==> src/rtl/ssd_scan_mux.sv <==
// ssd_scan_mux: three-digit multiplexed 7-segment driver with double buffering.
// Time-multiplexes hundreds/tens/units codes onto one active-low segment bus
// with active-low digit enables and blanking slots between digits.
// Optional feature: define SSD_LZ_BLANK_EN to suppress leading zeros.
module ssd_scan_mux #(
    parameter int SCAN_DIV  = 50000,
    parameter int BLANK_CYC = 16
) (
    input  logic       clk,
    input  logic       rst,
    input  logic [6:0] dig_1,
    input  logic [6:0] dig_2,
    input  logic [6:0] dig_3,
    input  logic       upd,
    output logic [6:0] seg,
    output logic [2:0] an
,
    output logic       frame
);

    localparam int MAX_DUR = (SCAN_DIV > BLANK_CYC) ? SCAN_DIV : BLANK_CYC;
    localparam int CNT_W   = (MAX_DUR > 1) ? $clog2(MAX_DUR) : 1;

    localparam logic [CNT_W-1:0] SHOW_LAST  = CNT_W'(SCAN_DIV - 1);
    localparam logic [CNT_W-1:0] BLANK_LAST = CNT_W'(BLANK_CYC - 1);
    localparam logic [CNT_W-1:0] CNT_ONE    = CNT_W'(1);

    localparam logic [6:0] SEG_BLANK = 7'h7F;
    localparam logic [6:0] SEG_ZERO  = 7'h40;

    localparam logic [2:0] AN_OFF = 3'b111;
    localparam logic [2:0] AN_H   = 3'b110;
    localparam logic [2:0] AN_T   = 3'b101;
    localparam logic [2:0] AN_U   = 3'b011;

    typedef enum logic [2:0] {
        BLANK_H,
        SHOW_H,
        BLANK_T,
        SHOW_T,
        BLANK_U,
        SHOW_U
    } scan_state_t;

    scan_state_t state;
    scan_state_t state_nxt;

    logic [CNT_W-1:0] cnt;
    logic [CNT_W-1:0] cnt_nxt;

    logic [6:0] stage_h;
    logic [6:0] stage_t;
    logic [6:0] stage_u;
    logic [6:0] shadow_h;
    logic [6:0] shadow_t;
    logic [6:0] shadow_u;
    logic       pending;

    logic       slot_last;
    logic       commit;
    logic [6:0] seg_nxt;
    logic [2:0] an_nxt;
    logic       frame_nxt;

    logic       hide_h;
    logic       hide_t;

`ifdef SSD_LZ_BLANK_EN
    // Leading-zero suppression: hundreds hides on "0", tens only if hundreds is also hidden.
    always_comb begin
        hide_h = (shadow_h == SEG_ZERO);
        hide_t = hide_h && (shadow_t == SEG_ZERO);
    end
`else
    // All digits are always shown exactly as stored.
    always_comb begin
        hide_h = 1'b0;
        hide_t = 1'b0;
    end
`endif

    // Slot sequencing: count out the current slot, then step to the next digit/blank slot.
    always_comb begin
        state_nxt = state;
        cnt_nxt   = cnt + CNT_ONE;
        slot_last = 1'b0;
        case (state)
            SHOW_H, SHOW_T, SHOW_U: slot_last = (cnt == SHOW_LAST);
            default:                slot_last = (cnt == BLANK_LAST);
        endcase
        if (slot_last) begin
            cnt_nxt = '0;
            case (state)
                BLANK_H: state_nxt = SHOW_H;
                SHOW_H:  state_nxt = BLANK_T;
                BLANK_T: state_nxt = SHOW_T;
                SHOW_T:  state_nxt = BLANK_U;
                BLANK_U: state_nxt = SHOW_U;
                SHOW_U:  state_nxt = BLANK_H;
                default: state_nxt = BLANK_H;
            endcase
        end
        commit = (state == SHOW_U) && slot_last;
    end

    // Output decode for the slot being entered, so outputs move on the same edge as state.
    always_comb begin
        an_nxt    = AN_OFF;
        seg_nxt   = SEG_BLANK;
        frame_nxt = commit;
        case (state_nxt)
            SHOW_H: begin
                if (!hide_h) begin
                    an_nxt  = AN_H;
                    seg_nxt = shadow_h;
                end
            end
            SHOW_T: begin
                if (!hide_t) begin
                    an_nxt  = AN_T;
                    seg_nxt = shadow_t;
                end
            end
            SHOW_U: begin
                an_nxt  = AN_U;
                seg_nxt = shadow_u;
            end
            default: begin
                an_nxt  = AN_OFF;
                seg_nxt = SEG_BLANK;
            end
        endcase
    end

    // Scan state, slot counter and registered display outputs.
    always_ff @(posedge clk) begin
        if (rst) begin
            state <= BLANK_H;
            cnt   <= '0;
            seg   <= SEG_BLANK;
            an    <= AN_OFF;
            frame <= 1'b0;
        end else begin
            state <= state_nxt;
            cnt   <= cnt_nxt;
            seg   <= seg_nxt;
            an    <= an_nxt;
            frame <= frame_nxt;
        end
    end

    // Staging capture: the most recent upd strobe always overwrites the staged codes.
    always_ff @(posedge clk) begin
        if (rst) begin
            stage_h <= SEG_BLANK;
            stage_t <= SEG_BLANK;
            stage_u <= SEG_BLANK;
        end else if (upd) begin
            stage_h <= dig_1;
            stage_t <= dig_2;
            stage_u <= dig_3;
        end
    end

    // Shadow update only at the frame wrap; a same-cycle upd bypasses staging.
    always_ff @(posedge clk) begin
        if (rst) begin
            shadow_h <= SEG_BLANK;
            shadow_t <= SEG_BLANK;
            shadow_u <= SEG_BLANK;
        end else if (commit) begin
            if (upd) begin
                shadow_h <= dig_1;
                shadow_t <= dig_2;
                shadow_u <= dig_3;
            end else if (pending) begin
                shadow_h <= stage_h;
                shadow_t <= stage_t;
                shadow_u <= stage_u;
            end
        end
    end

    // Pending flag: raised by upd, consumed by the commit edge.
    always_ff @(posedge clk) begin
        if (rst) begin
            pending <= 1'b0;
        end else if (commit) begin
            pending <= 1'b0;
        end else if (upd) begin
            pending <= 1'b1;
        end
    end

endmodule

==> config.mk <==
export PLATFORM = sky130hd
export DESIGN_NAME = ssd_scan_mux
export DESIGN_NICKNAME = d
export VERILOG_FILES = /design/src/rtl/ssd_scan_mux.sv
export SDC_FILE = /design/constraint.sdc
export NUM_CORES = 1
export LEC_CHECK = 0
export ABC_AREA = 0
export CORE_ASPECT_RATIO = 0.8
export CORE_MARGIN = 2
export CORE_UTILIZATION = 55
export CTS_CLUSTER_SIZE = 24
export DETAILED_ROUTE_END_ITERATION = 6
export PLACE_DENSITY = 0.76
export SLEW_MARGIN = 10
export SYNTH_ARGS = -nofsm -noshare
export SYNTH_HDL_FRONTEND = slang
export SYNTH_SLANG_ARGS = --single-unit
==> constraint.sdc <==
create_clock -name clk -period 2.41 [get_ports clk]
set_clock_uncertainty 0.2 [all_clocks]
set_input_delay 0.482 -clock clk [delete_from_list [all_inputs] [get_ports clk]]
set_output_delay 0.482 -clock clk [all_outputs]
set_load 0.005 [all_outputs]
==> parameters.txt <==
Parameter                              Value

Synth
  Sequential share of the synthesized area    47.6%
  Mapped Avg Cell Area    9.51 um2
  Post-synth top area share    47.6%
  Number of different library cells in the post-synthesis netlist    35
  Most numerous cell types in the synthesized netlist    dfxtp_1, nor2_1, nor3_1, nor2b_1, a211o_1
  Total nets after synthesis    348
  Top cells by area in the synthesized netlist    dfxtp_1, a211o_1, nor2_1, nor4_2, nor2b_1
  Count of mapped cells out of synthesis    323
  Count of state elements after synthesis    73
  Ys async rst share    0%
  Area of the mapped netlist    0.00307 mm2
  Count of flip-flops with a built-in enable after synthesis    0
  Yosys synthesis warning count    0
  Most frequent cell after synthesis    dfxtp_1
  Dominant synthesized flop cell    dfxtp_1
  Dominant cell type by area after synthesis    dfxtp_1

Setup path
  Worst setup path class    reg2reg
  Number of buffers and inverters on the critical path    1
  Worst reg2reg setup slack    0.17 ns
  Number of cell instances on the worst register-to-register path    7
  Reg-to-reg critical path startpoint    cnt[0]
  CP Cell Sequence    ha_1, and3_1, nand3_2, a21o_1, buf_12, nor4_1, nor2_1
  Largest delay contributor family on the critical path    simple AND/OR/NAND/NOR gates
  End of the worst register-to-register path    shadow_h[3]
  Required time of the critical path    2.43 ns
  CP startpoint kind    register
  Category of the worst setup path capture point    register
  Worst EP arrival    2.26 ns
  Crit path largest cell delay    0.35 ns
  Maximum fanout count along the critical path    23
  Slowest-stage cell, CP    dfxtp_1

Min path
  Startpoint of the most critical hold path    cnt[0]
  Hold Path Stages    1
  Worst min path class    reg2reg
  Hold EP    cnt[0]

Routing
  Antenna violation net count after detailed routing    0
  Number of search-and-repair iterations in the first detailed-routing pass    4
  Starting DRC count in detailed routing    140
  Via density per instance    5.51
  Wirelength, routed    6.28 mm
  Number of remaining DRC errors    0
  Wirelength per Cell    14.4 um
  Overall via count from detail_route    2,397

Power and ir drop
  Power per cell area    626 mW/mm2
  Logic gate share of total power    6.9%
  Int Power    1820 uW
  Part of the total power dissipated in sequential elements    53.8%
  Switch share    21.3%
  Clk pwr share    39.3%
  Peak supply drop    387 uV
  Net load switching power    493 uW
  Leakage dissipation    0.00128 uW

Timing
  Setup-failing EPs final    0
  Final Max Tran Viols    0
  Achievable Freq    447 MHz
  Hold_ws    0.255 ns
  Worst Tran Pin Value    0.572 ns
  Crit share post-route    92.8%
  Clock period minus final worst setup slack    2.24 ns
  Unrepaired setup endpoints after global routing    no
  Endpoints failing hold    0
  Relative slew margins    61.8%
  Setup TNS    0 ns

Floorplanning
  Top-Level Pins    35
  Die Footprint    0.00620 mm2
  Horizontal die dimension    87.6 um
  Cell Rows    24
  Initial cell density of the core    56.5%
  Chip height    70.9 um
  Placeable core region    0.00544 mm2

Cells and area
  Antenna cells    0
  Final #Nets    377
  Layout overhead on the synthesized area    20.3%
  Final Core Density    68.0%
  Fin cells    435
  Layout cell share with drive strength beyond 1    12.3%

Clocking
  Sinks on Clock Net    73
  Post-CTS resize count    0
  CTS clk-pin slew, worst paths    0.07 ns
  Worst skew pair latency    0.34 ns
  Hold-fix buffer count after cts    0
  Count of H-tree levels built during CTS    3
  Number of buffers inserted during clock tree synthesis    9
  CTS max path bufs    2
  Buffers inserted by post-CTS timing repair    0
  Clock tree root buffer cell    clkbuf_8
  CTS tree    built

Global routing
  Maximum number of pins on one net before global-route repair    52
  Sum of overflow across all layers after global routing    0
  Initial antenna violation count    0
  All-Layer GR Usage    21.6%
  Global-route wire length before repair    10.4 mm
  Number of global-route vias before repair    2,178

Status
  Status    completed

Placed design
  # port buffers    34
  Detailed placer's ending HPWL    4.20 mm
  Cell Count Post-Placement    419
  Final weighted congestion in routability-driven placement    0.812

Run
  Max-cap viol count    0
-- cell type report --
class                      instances  area (um2)
clock buffer                      13         149
sequential                        73        1460
tap                               78        97.6
timing repair buffer              45         473
clock inverter                     3        40.0
fill                             452        1740
multi-input combinational        221        1470
inverter                           2        7.51
-- through the flow --
step	area (um2)	setup slack, ns	total power (uW)
final	3700	0.175	2320
after CTS	3690	0.110	2340
after floorplan	3070	0.536	1360
after detailed placement	3500	0.100	1430
after global routing	3700	0.0249	2400
after global placement	3500	0.109	1430
-- metal layers --
layer | wire length [um] | part of all wire (%) | vias to the layer above | GRT usage [%]
met4 | 65 | 1.0 | 0 | 5.47
met1 | 3120 | 50 | 1118 | 31.9
met5 | 0 | 0 | - | 0
met2 | 2670 | 42 | 77 | 29.6
met3 | 433 | 6.9 | 6 | 8.17
li1 | - | - | 1196 | -
-- power by group through the flow --
| stage | sequential (uW) | clock, uW | combinational, uW |
|---|---|---|---|
| 2_1_floorplan | 1270 | 0 | 92.7 |
| 3_3_place_gp | 1270 | 0 | 155 |
| 3_5_place_dp | 1270 | 0 | 159 |
| 4_1_cts | 1240 | 933 | 160 |
| 5_1_grt | 1250 | 981 | 174 |
| 6_report | 1240 | 911 | 160 |
-- placed cells by master, fill, tap and decap left out, types with 2 or more instances in the layout --
cell,n
nor3_1,27
mux2i_1,7
and4_1,2
nor4_1,6
a211o_1,22
xor2_1,7
buf_4,7
and3_1,3
nor2b_1,24
nand4_1,3
nor2_1,46
clkbuf_8,10
a21oi_1,7
inv_1,2
xnor2_1,7
dfxtp_1,73
nor4_2,15
o211ai_1,7
o21ai_0,3
nand3b_1,7
buf_12,4
clkbuf_1,3
clkdlybuf4s50_1,34
clkinv_2,2
nand2_1,7
nand3_1,8
a21o_1,3
-- worst max path at each step --
stage / startpoint / end / slack [ns] / cells past startpoint
finish: cnt[0] / shadow_h[3] / 0.17 / 7
global route: cnt[0] / shadow_h[3] / 0.02 / 7
CTS: cnt[0] / shadow_h[1] / 0.11 / 7
detailed placement: upd / shadow_u[5] / 0.10 / 6
global placement: upd / shadow_h[1] / 0.11 / 6
floorplan: cnt[0] / shadow_t[0] / 0.54 / 8
-- state kept, by name (all words and copies together) (netlist names) --
signal	cells
pending	1
stage_u	7
shadow_h	7
an	3
state	3
stage_t	7
cnt	16
shadow_t	7
stage_h	7
frame	1
seg	7
shadow_u	7
-- logic make-up (layout without fill, tap and decap cells) --
family,count (synthesis),count (layout),synth area share [%]
AND/OR/NAND/NOR,153,153,29.2
buffers and inverters,29,63,4.93
XOR/XNOR,14,14,3.99
flip-flops,73,73,47.6
AO/OA/AOI/OAI,46,46,11.6
multiplexers,7,7,2.28
adder cells (fa/ha/maj),1,1,0.407
Power figures use the tool's default switching activity.
